<file path="config.mk">
export PLATFORM = sky130hd
export DESIGN_NAME = instr_fetch_unit
export DESIGN_NICKNAME = d
export VERILOG_FILES = /design/src/rtl/instr_fetch_unit.sv
export SDC_FILE = /design/constraint.sdc
export NUM_CORES = 1
export LEC_CHECK = 0
export CORE_MARGIN = 1.5
export CORE_UTILIZATION = 44
export DETAILED_ROUTE_END_ITERATION = 10
export GPL_ROUTABILITY_DRIVEN = 0
export PLACE_DENSITY = 0.83
export SYNTH_ARGS = -nofsm -noshare
export SYNTH_HDL_FRONTEND = slang
export SYNTH_SLANG_ARGS = --single-unit
</file>
<file path="constraint.sdc">
create_clock -name clk -period 2.7 [get_ports clk]
set_input_delay 0.27 -clock clk [delete_from_list [all_inputs] [get_ports clk]]
set_output_delay 0.27 -clock clk [all_outputs]
set_load 0.1 [all_outputs]
</file>
<file path="src/rtl/instr_fetch_unit.sv">
`default_nettype none
// +----------------------------------------------------------------------------+
// | Module      : instr_fetch_unit                                             |
// | Description : Instruction fetch front end. Holds the PC, issues word       |
// |               fetches over a req/ready handshake, presents each fetched    |
// |               word to decode with valid/ready, and applies branch/jump     |
// |               redirects that drop any stale fetch or pending instruction.  |
// | Revision    : 1.0 - initial release                                        |
// +----------------------------------------------------------------------------+
module instr_fetch_unit #(
    parameter logic [31:0] RESET_PC = 32'h0000_0000,
    parameter int unsigned CNT_W    = 16
) (
    input  logic             clk,
    input  logic             rst_n,
    output logic             imem_req,
    output logic [31:0]      imem_addr,
    input  logic             imem_ready,
    input  logic [31:0]      imem_rdata,
    output logic             instr_valid,
    input  logic             instr_ready,
    output logic [31:0]      instr,
    output logic [31:0]      instr_pc,
    input  logic             redirect_valid,
    input  logic [31:0]      redirect_target,
    output logic             misalign_err,
    output logic [CNT_W-1:0] fetch_count
);

    typedef enum logic [0:0] {
        FETCH = 1'b0,
        VALID = 1'b1
    } state_t;

    localparam logic [31:0]      c_PC_STEP  = 32'd4;
    localparam logic [31:0]      c_RESET_PC = {RESET_PC[31:2], 2'b00};
    localparam logic [CNT_W-1:0] c_CNT_ONE  = CNT_W'(1);

    state_t           r_state;
    state_t           w_state_nxt;
    logic [31:0]      r_pc;
    logic [31:0]      r_instr;
    logic [31:0]      r_instr_pc;
    logic             r_req;
    logic             r_misalign;
    logic [CNT_W-1:0] r_cnt;

    logic             w_mem_accept;
    logic             w_dec_accept;
    logic             w_req_nxt;
    logic [31:0]      w_redirect_pc;

    assign w_redirect_pc = {redirect_target[31:2], 2'b00};

    // Next state and handshake decode; a redirect overrides every other transition.
    // The request register is still low in the first cycle after reset, so a
    // response arriving then is ignored even though the state is FETCH.
    always_comb begin
        w_state_nxt  = r_state;
        w_mem_accept = 1'b0;
        w_dec_accept = 1'b0;
        w_req_nxt    = 1'b0;
        case (r_state)
            FETCH: begin
                w_mem_accept = r_req & imem_ready & ~redirect_valid;
                if (w_mem_accept) begin
                    w_state_nxt = VALID;
                end
            end
            VALID: begin
                w_dec_accept = instr_ready;
                if (instr_ready) begin
                    w_state_nxt = FETCH;
                end
            end
            default: w_state_nxt = FETCH;
        endcase
        if (redirect_valid) begin
            w_state_nxt = FETCH;
        end
        w_req_nxt = (w_state_nxt == FETCH);
    end

    // State register.
    always_ff @(posedge clk or negedge rst_n) begin
        if (!rst_n) begin
            r_state <= FETCH;
        end else begin
            r_state <= w_state_nxt;
        end
    end

    // PC, request and instruction-holding registers.
    always_ff @(posedge clk or negedge rst_n) begin
        if (!rst_n) begin
            r_pc       <= c_RESET_PC;
            r_req      <= 1'b0;
            r_instr    <= 32'd0;
            r_instr_pc <= 32'd0;
        end else begin
            r_req <= w_req_nxt;
            if (redirect_valid) begin
                r_pc <= w_redirect_pc;
            end else if (w_mem_accept) begin
                r_pc       <= r_pc + c_PC_STEP;
                r_instr    <= imem_rdata;
                r_instr_pc <= r_pc;
            end
        end
    end

    // Sticky misalignment flag and accepted-instruction counter (counts a
    // decode handshake even when a redirect lands in the same cycle).
    always_ff @(posedge clk or negedge rst_n) begin
        if (!rst_n) begin
            r_misalign <= 1'b0;
            r_cnt      <= '0;
        end else begin
            if (redirect_valid && (redirect_target[1:0] != 2'b00)) begin
                r_misalign <= 1'b1;
            end
            if (w_dec_accept) begin
                r_cnt <= r_cnt + c_CNT_ONE;
            end
        end
    end

    assign imem_req     = r_req;
    assign imem_addr    = r_pc;
    assign instr_valid  = (r_state == VALID);
    assign instr        = r_instr;
    assign instr_pc     = r_instr_pc;
    assign misalign_err = r_misalign;
    assign fetch_count  = r_cnt;

endmodule
`default_nettype wire
</file>
Yosys cells after proc, flatten, opt, wreduce, memory -nomap -nowiden
Index checks and enable logic that the tools add are counted.

$add $sub $neg: 2. Reductions and logical operators: 4. Bitwise logic cells: 5. Mux-type cells: 8.

Operators with widths (number): $mux W32 (2); $add A32 B3 Y32 const B (1); $add A16 B1 Y16 const B (1); $mux W1 (5); $reduce_bool A2 Y1 (2); $not A1 Y1 (3); $and A1 B1 Y1 (2); $pmux W1 S2 (1); $reduce_and A2 Y1 (1); $logic_and A1 B1 Y1 (1).

Output and inout bits: 115. Bits of input ports: 69. Register bits: 115.

Logic depth before layout (Yosys ltp)
Gate-level depths: netlist of the first run.

Word-level depth: 6. Depth in mapped cells: 6. Depth with buffers taken out: 5.

Least setup slack after synthesis of the first run
No wires, ideal clock.

Path kind: reg2reg. Start: register r_pc[4] (netlist: imem_addr[4]). End: register r_pc[31] (netlist: imem_addr[31]). Setup slack: 0.071 ns. Stages on the path, launching flop included: 7. Arrival: 2.547 ns. Cells stage by stage: dfrtp_1 clkbuf_8 nand3_1 or4_1 buf_2 or4_1 a31oi_1.

Longest elaborated chain between the ends: 3.

Ends and longest elaborated chain: start, declared (line 41) `logic [31:0] r_pc;`; start signal, assigned (line 96) `r_pc <= c_RESET_PC;`; start signal, assigned (line 103) `r_pc <= w_redirect_pc;`; start signal, assigned (line 105) `r_pc <= r_pc + c_PC_STEP;`; $add A32 B3 Y32 (line 105); $mux W32 (line 104) `end else if (w_mem_accept) begin`; $mux W32 (line 102) `if (redirect_valid) begin`.

No other way between the ends. The select of a mux whose other input is x is not followed. A chain may end at the register's enable or synchronous reset.

Worst setup path after layout of the first run
Start: register r_state (netlist: instr_valid). End: register r_pc[31] (netlist: imem_addr[31]).

Longest elaborated chain between the ends: 2.

Ends and longest elaborated chain: start, declared (line 39) `state_t r_state;`; start signal, assigned (line 89) `r_state <= w_state_nxt;`; $mux W1 (line 63) `case (r_state)`; $reduce_bool A2 Y1 (no line).

No other way between the ends.

==> results of run 1 <==
critical path, cell delays in order, from the launching register on:
cell and delay [ns]:
dfrtp_1 0.50, nand3b_4 0.23, or4_1 0.69, or4_1 0.51, a31oi_1 0.17
cell usage in the layout (no fill, tap or decap), types with 11 or more instances in the layout:
| cell | count |
|---|---|
| mux2_2 | 64 |
| nand3_1 | 21 |
| a31oi_1 | 17 |
| nand4_1 | 11 |
| or4_1 | 16 |
| o21ai_0 | 14 |
| nor2_1 | 18 |
| xnor2_1 | 18 |
| clkdlybuf4s50_1 | 67 |
| dfrtp_1 | 111 |
| o31ai_1 | 14 |
| buf_4 | 115 |
| nand2_1 | 29 |
| clkbuf_8 | 11 |
power by group:
part / switching [mW] / total [mW] / internal (mW) / leakage, nW
Clock: 0.540 / 1.21 / 0.671 / 0.127
Combinational: 2.75 / 3.52 / 0.767 / 1.49
Sequential: 0.263 / 2.24 / 1.97 / 1.32
Total: 3.55 / 6.97 / 3.41 / 2.94
how the worst max path moves through the flow:
stage	from	to	slack (ns)	cells past startpoint
after floorplan	imem_addr[4]$_DFFE_PN0P_	imem_addr[31]$_DFFE_PN0P_	0.07	6
final	instr_valid$_DFF_PN0_	imem_addr[31]$_DFFE_PN0P_	0.51	4
after global placement	imem_ready	imem_addr[31]$_DFFE_PN0P_	0.33	5
after CTS	instr_valid$_DFF_PN0_	imem_addr[31]$_DFFE_PN0P_	0.53	4
after detailed placement	imem_ready	imem_addr[22]$_DFFE_PN0P_	0.29	5
after global routing	instr_valid$_DFF_PN0_	imem_addr[22]$_DFFE_PN0P_	0.36	4
state kept, by name (all words and copies together) (netlist names):
| name | count |
|---|---|
| imem_addr | 30 |
| misalign_err | 1 |
| fetch_count | 16 |
| imem_req | 1 |
| instr | 32 |
| instr_valid | 1 |
| instr_pc | 30 |
layer usage:
layer	up-vias	global-route usage [%]
met2	132	33.4
met1	1914	26.4
met4	0	7.05
li1	1817	-
met5	-	0
met3	15	5.38
through the flow:
stage,cells,utilization (%)
2_1_floorplan,407,-
3_3_place_gp,708,60.3
3_5_place_dp,708,60.3
4_1_cts,724,62.6
5_1_grt,724,62.6
6_report,724,62.6
layout make-up:
type | count | area [µm²]
fillers | 868 | 4070
well taps | 140 | 175
clock inverters | 4 | 98.8
multi-input cells | 268 | 2020
inverters | 5 | 18.8
flip-flops and latches | 111 | 2780
repair buffers | 184 | 1570
clock buffers | 12 | 155
cells by family after synthesis:
logic type,after synthesis,synth area share [%]
other,1,0.0761
DFF,111,56.4
xor gates and xnor gates,25,4.45
and+or+nand+nor,125,14.5
muxes,65,14.8
AOI/OAI and AO/OA,47,6.07
buffers and inverters,28,3.18
adders and majority gates,2,0.508
==> impl_results.md, run 1 <==
* Die Y at 109 µm
* Number of synthesized flops with an enable pin at 0
* Yosys warns at 0
* RSZ-0062 raised after global routing: no
* Top post-synthesis cells by area: dfrtp_1 56%, mux2_2 15%, xnor2_1 3.2%
* Drt total wl at 11900 µm
* Layout cell share with drive strength beyond 1 at 36.0%
* Post-CTS setup buffers at 0
* Final worst slack at 0.513 ns
* Placed cell area at 6560 µm²
* Antenna Cells at 0
* Die Span X at 109 µm
* Failing checks: negative hold slack
* GRT overflow at 0
* Leakage at 2.94 nW
* Top sig layer: met4
* H-tree levels at 3
* CP Launch Type: flip-flop
* Placeable Area at 10900 µm²
* Initial antenna violation count at 0
* Part of the Yosys area used for sequential elements at 56.4%
* Critical R2R Capture: imem_addr[31]$_DFFE_PN0P_
* Final setup fails at 0
* Syn Inst Count at 404
* Ys async rst share at 100%
* Most frequent cell after synthesis: dfrtp_1
* Final min period at 2.19 ns
* Wl on met1 at 5050 µm
* Critical path data required time at 2.99 ns
* Post-route DRC at 0
* Mapped cell area at 4930 µm²
* Setup WS pre-CTS at 0.287 ns
* Routed vias at 3878
* Clock skew at 0.0115 ns
* Starting DRC count in detailed routing at 185
* Hold_buf cts at 0
* Ports at 184
* Synth top area share at 56.4%
* DR WL met3 at 925 µm
* Status: finished, violations left
* WL/cell at 16.5 µm
* Area Growth Syn to Fin at 38.4%
* Cell Pwr Density at 1020 nW/µm²
* Ys flop type: dfrtp_1
* Max FO, Critical Path at 10
* Root Buffer: clkbuf_8
* Worst VDD drop at 0.854 mV
* Clock buffer depth at 2
* Die Area at 11800 µm²
* Resized Gates After CTS at 0
* Crit path DAT at 2.48 ns
* Initial core utilization at 45.2%
* Final period util at 81.0%
* R2r startpoint: instr_valid$_DFF_PN0_
* Reg-to-reg slack, setup at 0.51 ns
* First drt pass iteration count at 5
* Final hold violation count at 18
* Synth cell types at 38
* #FFs+latches synth at 111
* Post-route cell area at 6820 µm²
* Final nets at 650
* WS Path Type: flip-flop to flip-flop
* Fmax at 457 MHz
* Min-Delay Path Class: input port to asynchronous set/reset pin
* Pin count of the biggest net entering global routing at 66
* Num CTS Buffers at 9
* Cell Rows at 38
* Remaining antenna violation count at 0
* Wire length on met2 at 5760 µm
* Hpwl dp at 8890 µm
* Total power at 6.97 mW
* Post-Syn Area per Cell at 12.2 µm²
* Fin Setup TNS at 0 ns
* Synth cell count leaders: 111 x dfrtp_1, 64 x mux2_2, 29 x nand2_1, 21 x nand3_1
* Relative slew margins at 29.6%
* Worst-Margin Slew at 1.06 ns
* Crit end category: flip-flop
* Worst skew pair latency at 0.37 ns
* Clk sinks at 111
* Port buffer count at 179
* Reg2Reg Depth at 4
* Max Transition Viols Final at 0
* All-Layer GR Usage at 20.4%
* Max-Cap Viols at 0
* Vias per cell at 5.36
* Cell taking the most area after synthesis: dfrtp_1
* First-pass GRT wire length at 18700 µm
* Vias in the first global route at 3799
* CTS tree: built
* Reg clk slew, reported paths at 0.10 ns
* Hold Worst Slack at -0.0147 ns
Power figures use the tool's default switching activity.
==> inputs of run 2 (changes only) <==
Clock period 2.7 ns to 2.09 ns, I/O delays scaled along.
==> impl_results.md, run 2 (same netlist as run 1, synthesis figures left out) <==
* Initial antenna violation count at 0 (unchanged)
* Antenna Cells at 0 (unchanged)
* Crit path DAT at 2.24 ns (-0.24 ns)
* Area Growth Syn to Fin at 42.0%
* Final setup fails at 0 (unchanged)
* Hpwl dp at 9270 µm (+4.3%)
* All-Layer GR Usage at 21.2% (+0.78 points)
* Min-Delay Path Class: input port to asynchronous set/reset pin
* Resized Gates After CTS at 0 (unchanged)
* Ports at 184 (unchanged)
* # fillers at 846 (-2.5%)
* Routed vias at 3965 (+2.2%)
* Commonest non-fill, non-tap cell in the layout: buf_4
* Placeable Area at 10900 µm² (unchanged)
* CP startpoint: imem_addr[14]$_DFFE_PN0P_
* Clk sinks at 111 (unchanged)
* Starting DRC count in detailed routing at 225 (+22%)
* Vias per cell at 5.36 (about the same)
* Final nets at 667 (+2.6%)
* Most frequent cells in the layout: 130 x buf_4, 81 x dfrtp_1, 67 x clkdlybuf4s50_1
* R2r startpoint: imem_addr[14]$_DFFE_PN0P_
* Worst-Margin Slew at 0.515 ns (-0.540 ns)
* Crit end category: flip-flop
* Cell Rows at 38 (unchanged)
* WS Path Type: flip-flop to flip-flop
* Max FO, Critical Path at 16 (+6)
* Initial core utilization at 45.2% (unchanged)
* Top sig layer: met4
* Clock skew at 0.00547 ns (-0.00603 ns)
* Root Buffer: clkbuf_8
* Leakage at 2.97 nW (+0.98%)
* Final period util at 93.3% (+12 points)
* DR WL met3 at 833 µm (-9.9%)
* Drt total wl at 12500 µm (+4.5%)
* Final min period at 1.95 ns (-0.238 ns)
* H-tree levels at 3 (unchanged)
* Cell Pwr Density at 1260 nW/µm² (+23%)
* Fmax at 513 MHz (+12%)
* Wire length on met2 at 6380 µm (+11%)
* Status: finished, final reports clean
* Layout cell share with drive strength beyond 1 at 42.8% (+6.9 points)
* Total power at 8.78 mW (+26%)
* Pin count of the biggest net entering global routing at 46 (-30%)
* CP Launch Type: flip-flop
* Critical path data required time at 2.38 ns (-0.61 ns)
* Hold Worst Slack at 0.341 ns (+0.356 ns)
* CTS tree: built
* Relative slew margins at 65.7% (+36 points)
* Num CTS Buffers at 9 (unchanged)
* WL/cell at 16.9 µm (+2.3%)
* Die Y at 109 µm (unchanged)
* Max Transition Viols Final at 0 (unchanged)
* Remaining antenna violation count at 0 (unchanged)
* Vias in the first global route at 3966 (+4.4%)
* Worst skew pair latency at 0.36 ns (about the same)
* Wl on met1 at 5170 µm (+2.3%)
* Reg clk slew, reported paths at 0.10 ns (about the same)
* Die Area at 11800 µm² (unchanged)
* RSZ-0062 raised after global routing: no
* First drt pass iteration count at 4 (-1)
* Port buffer count at 179 (unchanged)
* GRT overflow at 0 (unchanged)
* Clock buffer depth at 2 (unchanged)
* First-pass GRT wire length at 19400 µm (+3.3%)
* Max FFs per register at 32 (unchanged)
* Post-route DRC at 0 (unchanged)
* Die Span X at 109 µm (unchanged)
* Worst VDD drop at 1.05 mV (+23%)
* Max-Cap Viols at 0 (unchanged)
* Final hold violation count at 0 (-18)
-- run 2: path summary, 6_finish.rpt --
kind                            slack [ns]                         to  cells after the start
worst max-delay path                  0.14  imem_addr[30]$_DFFE_PN0P_                      5
worst min-delay path                  0.34      instr[23]$_DFFE_PN0P_                      2
worst max register to register        0.14  imem_addr[30]$_DFFE_PN0P_                      5
worst min register to register        0.48   misalign_err$_DFFE_PN0P_                      1
max in group asynchronous             1.10  imem_addr[10]$_DFFE_PN0P_                      3
min in group clk                      0.40  imem_addr[11]$_DFFE_PN0P_                      3
-- run 2: where the power goes --
| part | total [mW] | switching (mW) | internal [mW] |
|---|---|---|---|
| Clock | 1.29 | 0.704 | 0.581 |
| Combinational | 4.58 | 3.57 | 1.01 |
| Sequential | 2.92 | 0.334 | 2.58 |
| Total | 8.78 | 4.61 | 4.18 |
-- run 2: timing repair --
| item | CTS | global route |
|---|---|---|
| hold endpoints to repair | 36 | 0 |
| setup buffers | 0 | 1 |
| hold buffers | 1 | 0 |
| endpoints found under the setup margin | 0 | 5 |
-- run 2: per-layer routing --
layer | vias to the layer above | track usage (%)
li1 | 1853 | -
met1 | 1980 | 26.4
met2 | 124 | 35.8
met3 | 8 | 5.98
met4 | 0 | 6.67
met5 | - | 0
-- run 2: worst max-delay path, cell delays in order, from the launching register on --
cell and delay (ns):
dfrtp_4 0.48, and4_2 0.27, nand4_1 0.18, buf_4 0.24, or4_1 0.50, a31oi_1 0.19
-- run 2: layout make-up --
cell class              instances  area (µm²)  area share, %
flip-flops and latches        111        2860           40.9
inverters                       5        18.8          0.268
repair buffers                201        1720           24.5
multi-input cells             268        2030           29.0
clock buffers                  10         138           1.97
clock inverters                 5        56.3          0.805
well taps                     140         175           2.50
-- run 2: metrics by stage --
stage | area (µm²) | setup TNS, ns | instances | setup WS, ns | utilization (%)
floorplan | 5040 | -0.136 | 407 | -0.0445 | -
global placement | 6780 | -0.00324 | 723 | -0.00324 | 62.3
detailed placement | 6780 | -0.429 | 723 | -0.0858 | 62.3
CTS | 6990 | 0 | 739 | 0.0590 | 64.2
global route | 6990 | 0 | 740 | 0.0214 | 64.2
finish | 6990 | 0 | 740 | 0.141 | 64.2
==> inputs of run 3 (changes only) <==
Clock period 2.09 ns to 1.8 ns, I/O delays scaled along.
==> impl_results.md, run 3 (same netlist as run 1, synthesis figures left out) <==
* GRT overflow at 0 (unchanged)
* Max Transition Viols Final at 0 (unchanged)
* Clk sinks at 111 (unchanged)
* H-tree levels at 3 (unchanged)
* Remaining antenna violation count at 0 (unchanged)
* WL/cell at 17.6 µm (+4.3%)
* Max FO, Critical Path at 5 (-11)
* Leakage at 3.26 nW (+10%)
* First drt pass iteration count at 5 (+1)
* Final min period at 1.90 ns (-0.0455 ns)
* All-Layer GR Usage at 22.5% (+1.2 points)
* Max FFs per register at 32 (unchanged)
* Top sig layer: met4
* Placed cell area at 7230 µm² (+6.6%)
* Vias in the first global route at 4190 (+5.6%)
* Ports at 184 (unchanged)
* Clock buffer depth at 2 (unchanged)
* Crit end category: flip-flop
* Placeable Area at 10900 µm² (unchanged)
* Register Area at 2880 µm² (+0.66%)
* Worst skew pair latency at 0.38 ns (+0.02 ns)
* Worst path cell trace: ha_4 > and4_1 > nand4_1 > or4_1 > a31oi_1
* Max-Cap Viols at 0 (unchanged)
* Cell Pwr Density at 1370 nW/µm² (+9.3%)
* Layout cell share with drive strength beyond 1 at 48.7% (+5.9 points)
* Cell Rows at 38 (unchanged)
* Wl on met1 at 5470 µm (+5.8%)
* Num CTS Buffers at 9 (unchanged)
* Hpwl dp at 9740 µm (+5.0%)
* Status: finished, violations left
* Final worst slack at -0.104 ns (-0.244 ns)
* Wire length on met2 at 6880 µm (+7.8%)
* CTS tree: built
* Port buffer count at 179 (unchanged)
* Antenna Cells at 0 (unchanged)
* Post-route cell area at 7640 µm² (+9.2%)
* WS Path Type: flip-flop to flip-flop
* Fin Setup TNS at -0.400 ns (-0.400 ns)
* Routed vias at 4199 (+5.9%)
* # fillers at 761 (-10%)
* CP Launch Type: flip-flop
* Total power at 10.5 mW (+19%)
* Worst VDD drop at 0.974 mV (-7.2%)
* Final nets at 703 (+5.4%)
* Multi-input gate area at 2130 µm² (+4.9%)
* RSZ-0062 raised after global routing: yes
* Commonest non-fill, non-tap cell in the layout: buf_4
* Hold Worst Slack at 0.141 ns (-0.200 ns)
* Most frequent cells in the layout: 141 x buf_4, 74 x dfrtp_1, 67 x clkdlybuf4s50_1
* Root Buffer: clkbuf_8
* Pin count of the biggest net entering global routing at 69 (+50%)
* Final hold violation count at 0 (unchanged)
* Post-route DRC at 0 (unchanged)
* CP max stage delay at 0.56 ns (+0.06 ns)
* Die Y at 109 µm (unchanged)
* Final setup fails at 7 (+7)
* Min-Delay Path Class: input port to asynchronous set/reset pin
* Failing checks: negative setup slack
* Fmax at 525 MHz (+2.4%)
* Final period util at 106% (+12 points)
* Crit path DAT at 2.21 ns (-0.03 ns)
* Setup WS pre-CTS at -0.281 ns (-0.196 ns)
* Clock skew at 0.00827 ns (+0.00280 ns)
* Area Growth Syn to Fin at 55.0%
* Drt total wl at 13600 µm (+9.4%)
* Initial core utilization at 45.2% (unchanged)
* Reg clk slew, reported paths at 0.10 ns (about the same)
* Die Span X at 109 µm (unchanged)
* Starting DRC count in detailed routing at 183 (-19%)
* DR WL met3 at 886 µm (+6.4%)
* Vias per cell at 5.41 (+0.99%)
* Critical path data required time at 2.10 ns (-0.28 ns)
* First-pass GRT wire length at 20500 µm (+5.6%)
* Die Area at 11800 µm² (unchanged)
* Slowest-stage cell, CP: or4_1
* Initial antenna violation count at 0 (unchanged)
[run 3: final timing paths]
check                      depth (start not counted)                    endpoint                startpoint  slack [ns]
min reg2reg                                        1    misalign_err$_DFFE_PN0P_  misalign_err$_DFFE_PN0P_        0.48
max reg2reg                                        5   imem_addr[28]$_DFFE_PN0P_  imem_addr[3]$_DFFE_PN0P_       -0.10
max in group asynchronous                          3  fetch_count[0]$_DFFE_PN0P_                     rst_n        0.96
min                                                2     instr_pc[4]$_DFFE_PN0P_                     rst_n        0.14
max                                                5   imem_addr[28]$_DFFE_PN0P_  imem_addr[3]$_DFFE_PN0P_       -0.10
min in group clk                                   3   imem_addr[12]$_DFFE_PN0P_       redirect_target[12]        0.36
[run 3: what timing repair did]
| action | in CTS | in global routing |
|---|---|---|
| endpoints found under the setup margin | 33 | 69 |
| cloned | 0 | 4 |
| hold endpoints to repair | 111 | 0 |
| buffers inserted | 0 | 4 |
| pin swaps | 12 | 8 |
| resized for setup | 8 | 17 |
| hold buffers | 1 | 0 |
[run 3: where the power goes]
part	internal [mW]	switching, mW	total (mW)
clock	0.639	0.855	1.49
combinational	1.37	4.26	5.63
sequential	3.01	0.346	3.36
total	5.02	5.46	10.5
[run 3: per-layer routing]
| metal | vias up | GRT usage [%] |
|---|---|---|
| met2 | 166 | 37.0 |
| li1 | 1923 | - |
| met5 | - | 0 |
| met3 | 35 | 5.26 |
| met4 | 0 | 9.59 |
| met1 | 2075 | 28.4 |
[run 3: worst max-delay path, delay by kind of cell, from the launching register on]
family          cells  cell delay [ns]
compound gates      1             0.14
simple gates        3             1.07
flops               1             0.46
fa+ha+maj           1             0.14
[run 3: layout make-up]
| type | instances | share of cell area, % |
|---|---|---|
| Tap cell | 140 | 2.29 |
| Timing Repair Buffer | 237 | 29.4 |
| Clock inverter | 5 | 0.803 |
| Inverter | 5 | 0.246 |
| Sequential cell | 111 | 37.7 |
| Multi-Input combinational cell | 268 | 27.8 |
| Clock buffer | 10 | 1.67 |
[run 3: per-stage QoR]
step	utilization, %	cells
after floorplan	-	407
after global placement	66.4	752
after detailed placement	66.4	752
after CTS	68.5	768
after global routing	70.1	776
final	70.1	776
